### config.mk
export PLATFORM = sky130hd
export DESIGN_NAME = cdc_handshake_tx_flat
export DESIGN_NICKNAME = d
export VERILOG_FILES = /design/src/rtl/cdc_handshake_tx_pkg.sv /design/src/rtl/cdc_handshake_tx_if.sv /design/src/rtl/cdc_handshake_tx_toggle_sync.sv /design/src/rtl/cdc_handshake_tx.sv /design/src/flat_wrapper.sv
export SDC_FILE = /design/constraint.sdc
export NUM_CORES = 1
export LEC_CHECK = 0
export ABC_CLOCK_PERIOD_IN_PS = 2100
export CAP_MARGIN = 30
export CORE_MARGIN = 5
export CORE_UTILIZATION = 38
export CTS_CLUSTER_DIAMETER = 30
export DETAILED_ROUTE_END_ITERATION = 8
export PLACE_DENSITY = 0.82
export SYNTH_ARGS = -nofsm -noshare
export SYNTH_HDL_FRONTEND = slang
export SYNTH_SLANG_ARGS = --single-unit
### constraint.sdc
create_clock -name clk -period 2.1 [get_ports clk]
set_input_delay 0.42 -clock clk [delete_from_list [all_inputs] [get_ports clk]]
set_output_delay 0.42 -clock clk [all_outputs]
set_load 0.03 [all_outputs]
### src/rtl/cdc_handshake_tx_pkg.sv
// cdc_pkg
// Shared types and constants for the source side of the toggle-handshake
// clock-domain crossing.
//   cdc_tx_state_t     : IDLE (ready for a word) / WAIT_ACK (word in flight)
//   CDC_MIN_SYNC_DEPTH : smallest legal ack synchronizer depth
package cdc_pkg;

    typedef enum logic {IDLE, WAIT_ACK} cdc_tx_state_t;

    localparam int CDC_MIN_SYNC_DEPTH = 2;

endpackage

### src/rtl/cdc_handshake_tx_if.sv
// cdc_handshake_tx_if
// Bundles the upstream valid/ready word interface and the two-phase req/ack
// crossing signals of cdc_handshake_tx.
//   valid_i, data_i : upstream word offer
//   ready_o         : block accepts a word this cycle
//   data_o          : word held stable for the destination domain
//   req_o           : request toggle to the destination
//   ack_i           : acknowledge toggle from the destination (asynchronous)
//   busy_o          : transfer in flight
// slave modport is the block itself; master modport is its environment.
interface cdc_handshake_tx_if #(
    parameter int WIDTH = 8
);

    logic             valid_i;
    logic             ready_o;
    logic [WIDTH-1:0] data_i;
    logic [WIDTH-1:0] data_o;
    logic             req_o;
    logic             ack_i;
    logic             busy_o;

    modport slave (
        input  valid_i, data_i, ack_i,
        output ready_o, data_o, req_o, busy_o
    );

    modport master (
        output valid_i, data_i, ack_i,
        input  ready_o, data_o, req_o, busy_o
    );

endinterface

### src/rtl/cdc_handshake_tx_toggle_sync.sv
// cdc_toggle_sync
// Multi-flop synchronizer bringing the destination's ack toggle into the
// source clock domain. All flops reset to 0 together with the source side.
//   clk     : source-domain clock
//   rst     : asynchronous, active-high reset
//   d_async : asynchronous toggle input
//   q       : synchronized level (last stage of the chain)
module cdc_toggle_sync
    import cdc_pkg::*;
#(
    parameter int DEPTH = 3
) (
    input  logic clk,
    input  logic rst,
    input  logic d_async,
    output logic q
);

    // A chain shorter than two flops gives no real metastability margin.
    if (DEPTH < CDC_MIN_SYNC_DEPTH) begin : g_depth_check
        $error("cdc_toggle_sync: DEPTH below CDC_MIN_SYNC_DEPTH");
    end

    // Keep attribute stops synthesis from merging or retiming the chain,
    // which would defeat its purpose as a metastability filter.
    (* keep = "true" *) logic [DEPTH-1:0] chain;

    // Shift the asynchronous level through the chain, oldest at the top.
    always_ff @(posedge clk or posedge rst) begin
        if (rst) begin
            chain <= '0;
        end else begin
            chain <= {chain[DEPTH-2:0], d_async};
        end
    end

    assign q = chain[DEPTH-1];

endmodule

### src/rtl/cdc_handshake_tx.sv
// cdc_handshake_tx
// Sending end of a two-phase (toggle) req/ack multi-bit clock-domain
// crossing. A word accepted on valid/ready is registered onto data_o and
// req_o flips; the block then waits until the synchronized ack toggle
// matches req_o before accepting the next transfer.
//   clk, rst : source clock, asynchronous active-high reset
//   bus      : cdc_handshake_tx_if.slave (valid_i, ready_o, data_i, data_o,
//              req_o, ack_i, busy_o)
// Optional build macro CDC_HANDSHAKE_TX_SKID_EN adds a one-entry skid
// register so a second word can be accepted while a transfer is in flight.
module cdc_handshake_tx
    import cdc_pkg::*;
#(
    parameter int WIDTH      = 8,
    parameter int SYNC_DEPTH = 3
) (
    input  logic                  clk,
    input  logic                  rst,
    cdc_handshake_tx_if.slave     bus
);

    cdc_tx_state_t    state;
    cdc_tx_state_t    state_next;
    logic [WIDTH-1:0] data_q;
    logic [WIDTH-1:0] data_next;
    logic             req_q;
    logic             req_next;
    logic             ack_sync;
    logic             ready;
    logic             accept;
    logic             done;

`ifdef CDC_HANDSHAKE_TX_SKID_EN
    logic [WIDTH-1:0] skid_data;
    logic [WIDTH-1:0] skid_data_next;
    logic             skid_full;
    logic             skid_full_next;
`endif

    // ack_i only ever reaches the control logic through this chain, so no
    // output has a combinational path from the other clock domain.
    cdc_toggle_sync #(
        .DEPTH   (SYNC_DEPTH)
    ) u_ack_sync (
        .clk     (clk),
        .rst     (rst),
        .d_async (bus.ack_i),
        .q       (ack_sync)
    );

    // State and the launched word/request. Reset drops any in-flight word.
    always_ff @(posedge clk or posedge rst) begin
        if (rst) begin
            state  <= IDLE;
            data_q <= '0;
            req_q  <= 1'b0;
        end else begin
            state  <= state_next;
            data_q <= data_next;
            req_q  <= req_next;
        end
    end

`ifdef CDC_HANDSHAKE_TX_SKID_EN
    // Skid register holding one word accepted while a transfer is in flight.
    always_ff @(posedge clk or posedge rst) begin
        if (rst) begin
            skid_data <= '0;
            skid_full <= 1'b0;
        end else begin
            skid_data <= skid_data_next;
            skid_full <= skid_full_next;
        end
    end
`endif

    // Next-state logic. A transfer completes once the synchronized ack has
    // caught up with req_q; a mismatching ack while idle is simply ignored.
    always_comb begin
        state_next = state;
        data_next  = data_q;
        req_next   = req_q;
`ifdef CDC_HANDSHAKE_TX_SKID_EN
        skid_data_next = skid_data;
        skid_full_next = skid_full;
        ready          = (state == IDLE) || !skid_full;
`else
        ready          = (state == IDLE);
`endif
        accept = bus.valid_i && ready;
        done   = (state == WAIT_ACK) && (ack_sync == req_q);

        case (state)
            IDLE: begin
                if (accept) begin
                    data_next  = bus.data_i;
                    req_next   = ~req_q;
                    state_next = WAIT_ACK;
                end
            end
            WAIT_ACK: begin
`ifdef CDC_HANDSHAKE_TX_SKID_EN
                // On completion the next word (skid first, otherwise one
                // offered this very cycle) launches without visiting IDLE.
                if (done) begin
                    if (skid_full) begin
                        data_next      = skid_data;
                        req_next       = ~req_q;
                        skid_full_next = 1'b0;
                    end else if (accept) begin
                        data_next = bus.data_i;
                        req_next  = ~req_q;
                    end else begin
                        state_next = IDLE;
                    end
                end else if (accept) begin
                    skid_data_next = bus.data_i;
                    skid_full_next = 1'b1;
                end
`else
                if (done) begin
                    state_next = IDLE;
                end
`endif
            end
            default: begin
                state_next = IDLE;
            end
        endcase
    end

    assign bus.ready_o = ready;
    assign bus.busy_o  = (state == WAIT_ACK);
    assign bus.data_o  = data_q;
    assign bus.req_o   = req_q;

endmodule

### src/flat_wrapper.sv
// flat-port wrapper written by rule: the top's interface ports become plain ports
module cdc_handshake_tx_flat import cdc_pkg::*;
#(
    parameter int WIDTH      = 8,
    parameter int SYNC_DEPTH = 3
)
  (clk, rst, bus_valid_i, bus_data_i, bus_ack_i, bus_ready_o, bus_data_o, bus_req_o, bus_busy_o);
  cdc_handshake_tx_if #(.WIDTH(WIDTH)) bus_i ();
  input  logic clk;
  input  logic rst;
  input wire logic [$bits(bus_i.valid_i)-1:0] bus_valid_i;
  input wire logic [$bits(bus_i.data_i)-1:0] bus_data_i;
  input wire logic [$bits(bus_i.ack_i)-1:0] bus_ack_i;
  output wire logic [$bits(bus_i.ready_o)-1:0] bus_ready_o;
  output wire logic [$bits(bus_i.data_o)-1:0] bus_data_o;
  output wire logic [$bits(bus_i.req_o)-1:0] bus_req_o;
  output wire logic [$bits(bus_i.busy_o)-1:0] bus_busy_o;
  assign bus_i.valid_i = bus_valid_i;
  assign bus_i.data_i = bus_data_i;
  assign bus_i.ack_i = bus_ack_i;
  assign bus_ready_o = bus_i.ready_o;
  assign bus_data_o = bus_i.data_o;
  assign bus_req_o = bus_i.req_o;
  assign bus_busy_o = bus_i.busy_o;
  cdc_handshake_tx #(.WIDTH(WIDTH), .SYNC_DEPTH(SYNC_DEPTH)) u_core (.clk(clk), .rst(rst), .bus(bus_i));
endmodule
# After elaboration in Yosys (flattened, before gate mapping)
# Cells that the tools add are included.
dict set report totals {
  word_cells 13
  out_inout_bits 11
  ff_bits 13
  input_bits 12
}
dict set report op_classes {
  muxes 3
  reduce_logical 3
  n_eq_ne 1
  bitwise 2
}
# operator n
set op_table {}
lappend op_table {{1-bit logical AND} 2}
lappend op_table {{1-bit two-way mux} 2}
lappend op_table {{1-bit NOT} 2}
lappend op_table {{1-bit case mux with 2 select lines} 1}
lappend op_table {{2-bit AND reduction} 1}
lappend op_table {{1-bit equality test} 1}

# Logic depth before layout (Yosys ltp)
# Gate-level depths: netlist of run 1.
dict set report logic_depth {
  depth_word 4
  mapped_depth 3
  ltp_nobuf 2
}

# Hierarchy
# A second synthesis of run 1 with hierarchy kept.
dict set report hier_totals {
  hier_cells 30
  hier_area_um2 510.5
}
# module cells_per_inst instances area_per_inst_um2 seq_area_each_um2
set modules_own_cells {}
lappend modules_own_cells {cdc_handshake_tx 25 1 424.2 250.2}
lappend modules_own_cells {cdc_toggle_sync 5 1 86.3 75.1}

# Least setup slack after synthesis of run 1
# Ideal clock, no wire load.
dict set report synth_path {
  kind {flip-flop to flip-flop}
  start {register u_core.state (netlist: u_core.bus.busy_o)}
  end {register u_core.data_q[0] (netlist: u_core.bus.data_o[0])}
  path_stages_with_launch 4
  path_buffers 1
  setup_time_ns 0.125
  arrival_ns 1.110
  synth_period_minus_slack_ns 1.235
  path_slack_ns 0.865
  required_time_ns 1.975
  cell_sequence {dfrtp_1 -> nor2b_2 -> buf_6 -> mux2_4}
}
dict set report synth_between {
  elab_chain_len 3
}
# element line
set synth_rtl {}
lappend synth_rtl {{start, declared} cdc_handshake_tx.sv:22} ;# cdc_tx_state_t state;
lappend synth_rtl {{start signal, assigned} cdc_handshake_tx.sv:58} ;# state <= state_next;
lappend synth_rtl {{1-bit NOT (no line) (*)} -}
lappend synth_rtl {{1-bit logical AND} cdc_handshake_tx.sv:90} ;# accept = bus.valid_i && ready;
lappend synth_rtl {{2-bit AND reduction (no line) (*)} -}
lappend synth_rtl {{end signal, assigned} cdc_handshake_tx.sv:59} ;# data_q <= data_next;
lappend synth_rtl {{end, declared} cdc_handshake_tx.sv:24} ;# logic [WIDTH-1:0] data_q;
# Every way passes the cells marked *; elsewhere a longest branch is shown, timed or not.
# A chain may end at the register's enable or synchronous reset.

# Worst setup path in the final report of run 1
dict set report layout_path {
  start {register u_core.state (netlist: u_core.bus.busy_o)}
  end {output port bus_ready_o}
}
dict set report layout_between {
  elab_chain_len 1
}
# element line
set layout_rtl {}
lappend layout_rtl {{1-bit NOT (no line)} -}
lappend layout_rtl {{end, declared} flat_wrapper.sv:14} ;# output wire logic [$bits(bus_i.ready_o)-1:0] bus_ready_o;
# No other way between the ends.

==> results of run 1 <==
==> Yosys cell counts <==
master | count | area, sq um
nor2b_2 | 1 | 8.760
buf_6 | 1 | 11.26
inv_1 | 2 | 7.510
a21o_2 | 1 | 8.760
mux2_4 | 8 | 120.1
dfrtp_1 | 13 | 325.3
xor2_1 | 2 | 17.52
==> registers in the layout (all words and copies together) (netlist names) <==
signal                   flops
u_core.bus.req_o             1
u_core.bus.data_o            8
u_core.u_ack_sync.chain      3
u_core.bus.busy_o            1
==> path summary, 6_finish.rpt <==
path,startpoint,to,slack (ns),cells past startpoint
max reg2reg,u_core.bus.busy_o,u_core.bus.data_o[3],0.93,3
min,u_core.u_ack_sync.chain[1],u_core.u_ack_sync.chain[2],0.36,0
min in group asynchronous,rst,u_core.bus.busy_o,0.46,2
max,u_core.bus.busy_o,bus_ready_o,0.28,2
max in group asynchronous,rst,u_core.bus.data_o[6],1.32,2
min reg2reg,u_core.u_ack_sync.chain[1],u_core.u_ack_sync.chain[2],0.36,0
==> area by class of cell <==
cell class	count	area [sq um]
Clock buffer	4	26.28
Fill cell	107	508.0
Inverter	2	7.507
Multi-Input combinational cell	12	155.1
Sequential cell	13	325.3
Tap cell	15	18.77
Timing Repair Buffer	23	227.7
==> where the power goes <==
group | switching [W] | internal [W] | total [W]
combinational | 0.000328 | 0.000341 | 0.000669
clock | 0.0000710 | 0.0000734 | 0.000144
sequential | 0.0000647 | 0.000353 | 0.000417
==> stage by stage <==
stage          power (W)  setup WS [ns]
6_report        0.001231         0.2837
2_1_floorplan  0.0008331         0.8652
4_1_cts         0.001247         0.2672
5_1_grt         0.001296         0.2281
3_5_place_dp    0.001096         0.4552
3_3_place_gp    0.001089         0.4660
==> cells by family after synthesis <==
group | Yosys count
flops | 13
mux | 8
buf+inv | 3
xor+xnor | 2
compound gates | 1
simple gates | 1
==> per-layer routing <==
| layer | vias to the layer above | wire (microns) | track usage (%) |
|---|---|---|---|
| met5 | - | 0 | 0 |
| met4 | 0 | 0 | 5.114 |
| met3 | 0 | 77 | 3.516 |
| met2 | 16 | 366 | 12.09 |
| met1 | 139 | 387 | 11.76 |
| li1 | 143 | - | - |
==> run_results.csv, run 1 <==
group,metric,value,unit
job,maxCapViolations,0,
clock_tree,ctsHoldBuffers,0,
placed_design,postPlaceCellArea,734.5,sq um
final_layout,final_cell_mix,"22 x clkdlybuf4s50_1, 13 x dfrtp_1, 8 x mux2_4, 3 x clkbuf_4",
routing,drtIter0Drc,3,
floorplan,dieArea,2139,sq um
floorplan,io_pins,23,
clock_tree,cts_sinks,13,
clock_tree,cts_buffer_depth,2,
hold_path,hold_class,"reg -> reg",
sta,final_hold_viol_count,0,
placed_design,port_buffers,22,
grt,grt_pass1_wl,1283,microns
synth,syn_nets,40,
power_and_ir_drop,ir_drop,0.8990,mV
grt,grt_usage,8.878,%
synth,synth_fa_ha_area_share,0,%
routing,final_antenna_net_count,0,
sta,drv_slew,0,
synth,syn_inst,28,
worst_setup_path,max_stage_delay,0.66,ns
worst_setup_path,path_max_fanout,4,
clock_tree,clk-insertion-delay-late,0.26,ns
clock_tree,cts_resized,0,
sta,finalCritPeriodShare,86.49,%
sta,fin_hold_ws,0.3641,ns
worst_setup_path,path_class,"reg -> out",
synth,synth.distinct_cells,7,
final_layout,drive_gt1_share,25.93,%
worst_setup_path,cp_data_arrival_time,1.40,ns
synth,synth-simple-area-share,1.754,%
sta,skew,0.003189,ns
worst_setup_path,crit_path_top_delay_cell,"clkdlybuf4s50_1",
grt,grt_pass1_vias,331,
clock_tree,htree_levels,1,
synth,synth_compound_area_share,1.754,%
worst_setup_path,worst_setup_path_end_kind,"output port",
final_layout,stdcell_count,69,
routing,drt_first_pass_iters,3,
final_layout,final_cell_area,760.7,sq um
synth,ys_seq_elements,13,
routing,totalWireLength,831,microns
final_layout,n_antenna_cell,0,
clock_tree,clock_tree.root_cell,"clkbuf_4",
power_and_ir_drop,powerDensity,1618,nW/um^2
routing,detail_route.wl_per_cell,12.04,microns
synth,avgSynthCellArea,17.83,sq um
final_layout,layout_commonest_cell,"clkdlybuf4s50_1",
synth,synth_top_family_by_area,"multiplexers",
worst_setup_path,start_kind,"flip-flop",
final_layout,syn2layout_area_growth,52.38,%
placed_design,hpwlAfterDp,636.9,microns
outcome,status,"finished, final reports clean",
clock_tree,clkTransAtPathRegs,0.07,ns
floorplan,coreArea,1269,sq um
clock_tree,cts_tree,"built",
floorplan,start_util,39.35,%
synth,synthMuxAreaShare,24.06,%
synth,syn_area,499.2,sq um
placed_design,dp.cells,65,
clock_tree,numCtsBuffers,3,
synth,ys_seq_area_share,65.16,%
placed_design,routabilityCongestion,0.6274,
sta,setup_violations,0,
floorplan,die_y,46.25,microns
worst_setup_path,path_cells,"inv_1 -> clkdlybuf4s50_1",
final_layout,fin_nets,67,
final_layout,finish.utilization,59.96,%
sta,period_minus_slack,1.816,ns
grt,grt_overflow,0,
worst_setup_path,path_delay_family,"buffers and inverters",
clock_tree,postCtsSetupBuffers,0,
power_and_ir_drop,leakage,0.3472,nW
sta,worst_pin_slew,0.4657,ns
worst_setup_path,cp_num_buf_inv,2,
synth,synth_warnings,0,
worst_setup_path,required,1.68,ns
synth,synthXorXnorAreaFrac,3.509,%
grt,antenna_found_initial,0,
sta,tns,0,ns
sta,rsz0062_at_grt,"no",
sta,timing.fmax,0.5506,GHz
grt,grt_max_degree,14,
floorplan,row_count,13,
floorplan,die_x,46.25,microns
routing,num_vias,298,
routing,drc_errors,0,
routing,vias_per_cell,4.319,
sta,max-slew-margin-rel,68.92,%
No activity file was read; power rests on OpenSTA's default activity.
==> run 2, diff against run 1 <==
Settings changed: CTS_CLUSTER_SIZE set to 20.
==> results of run 2 <==
No change in the layout: final DEF, timing and power equal those of run 1.
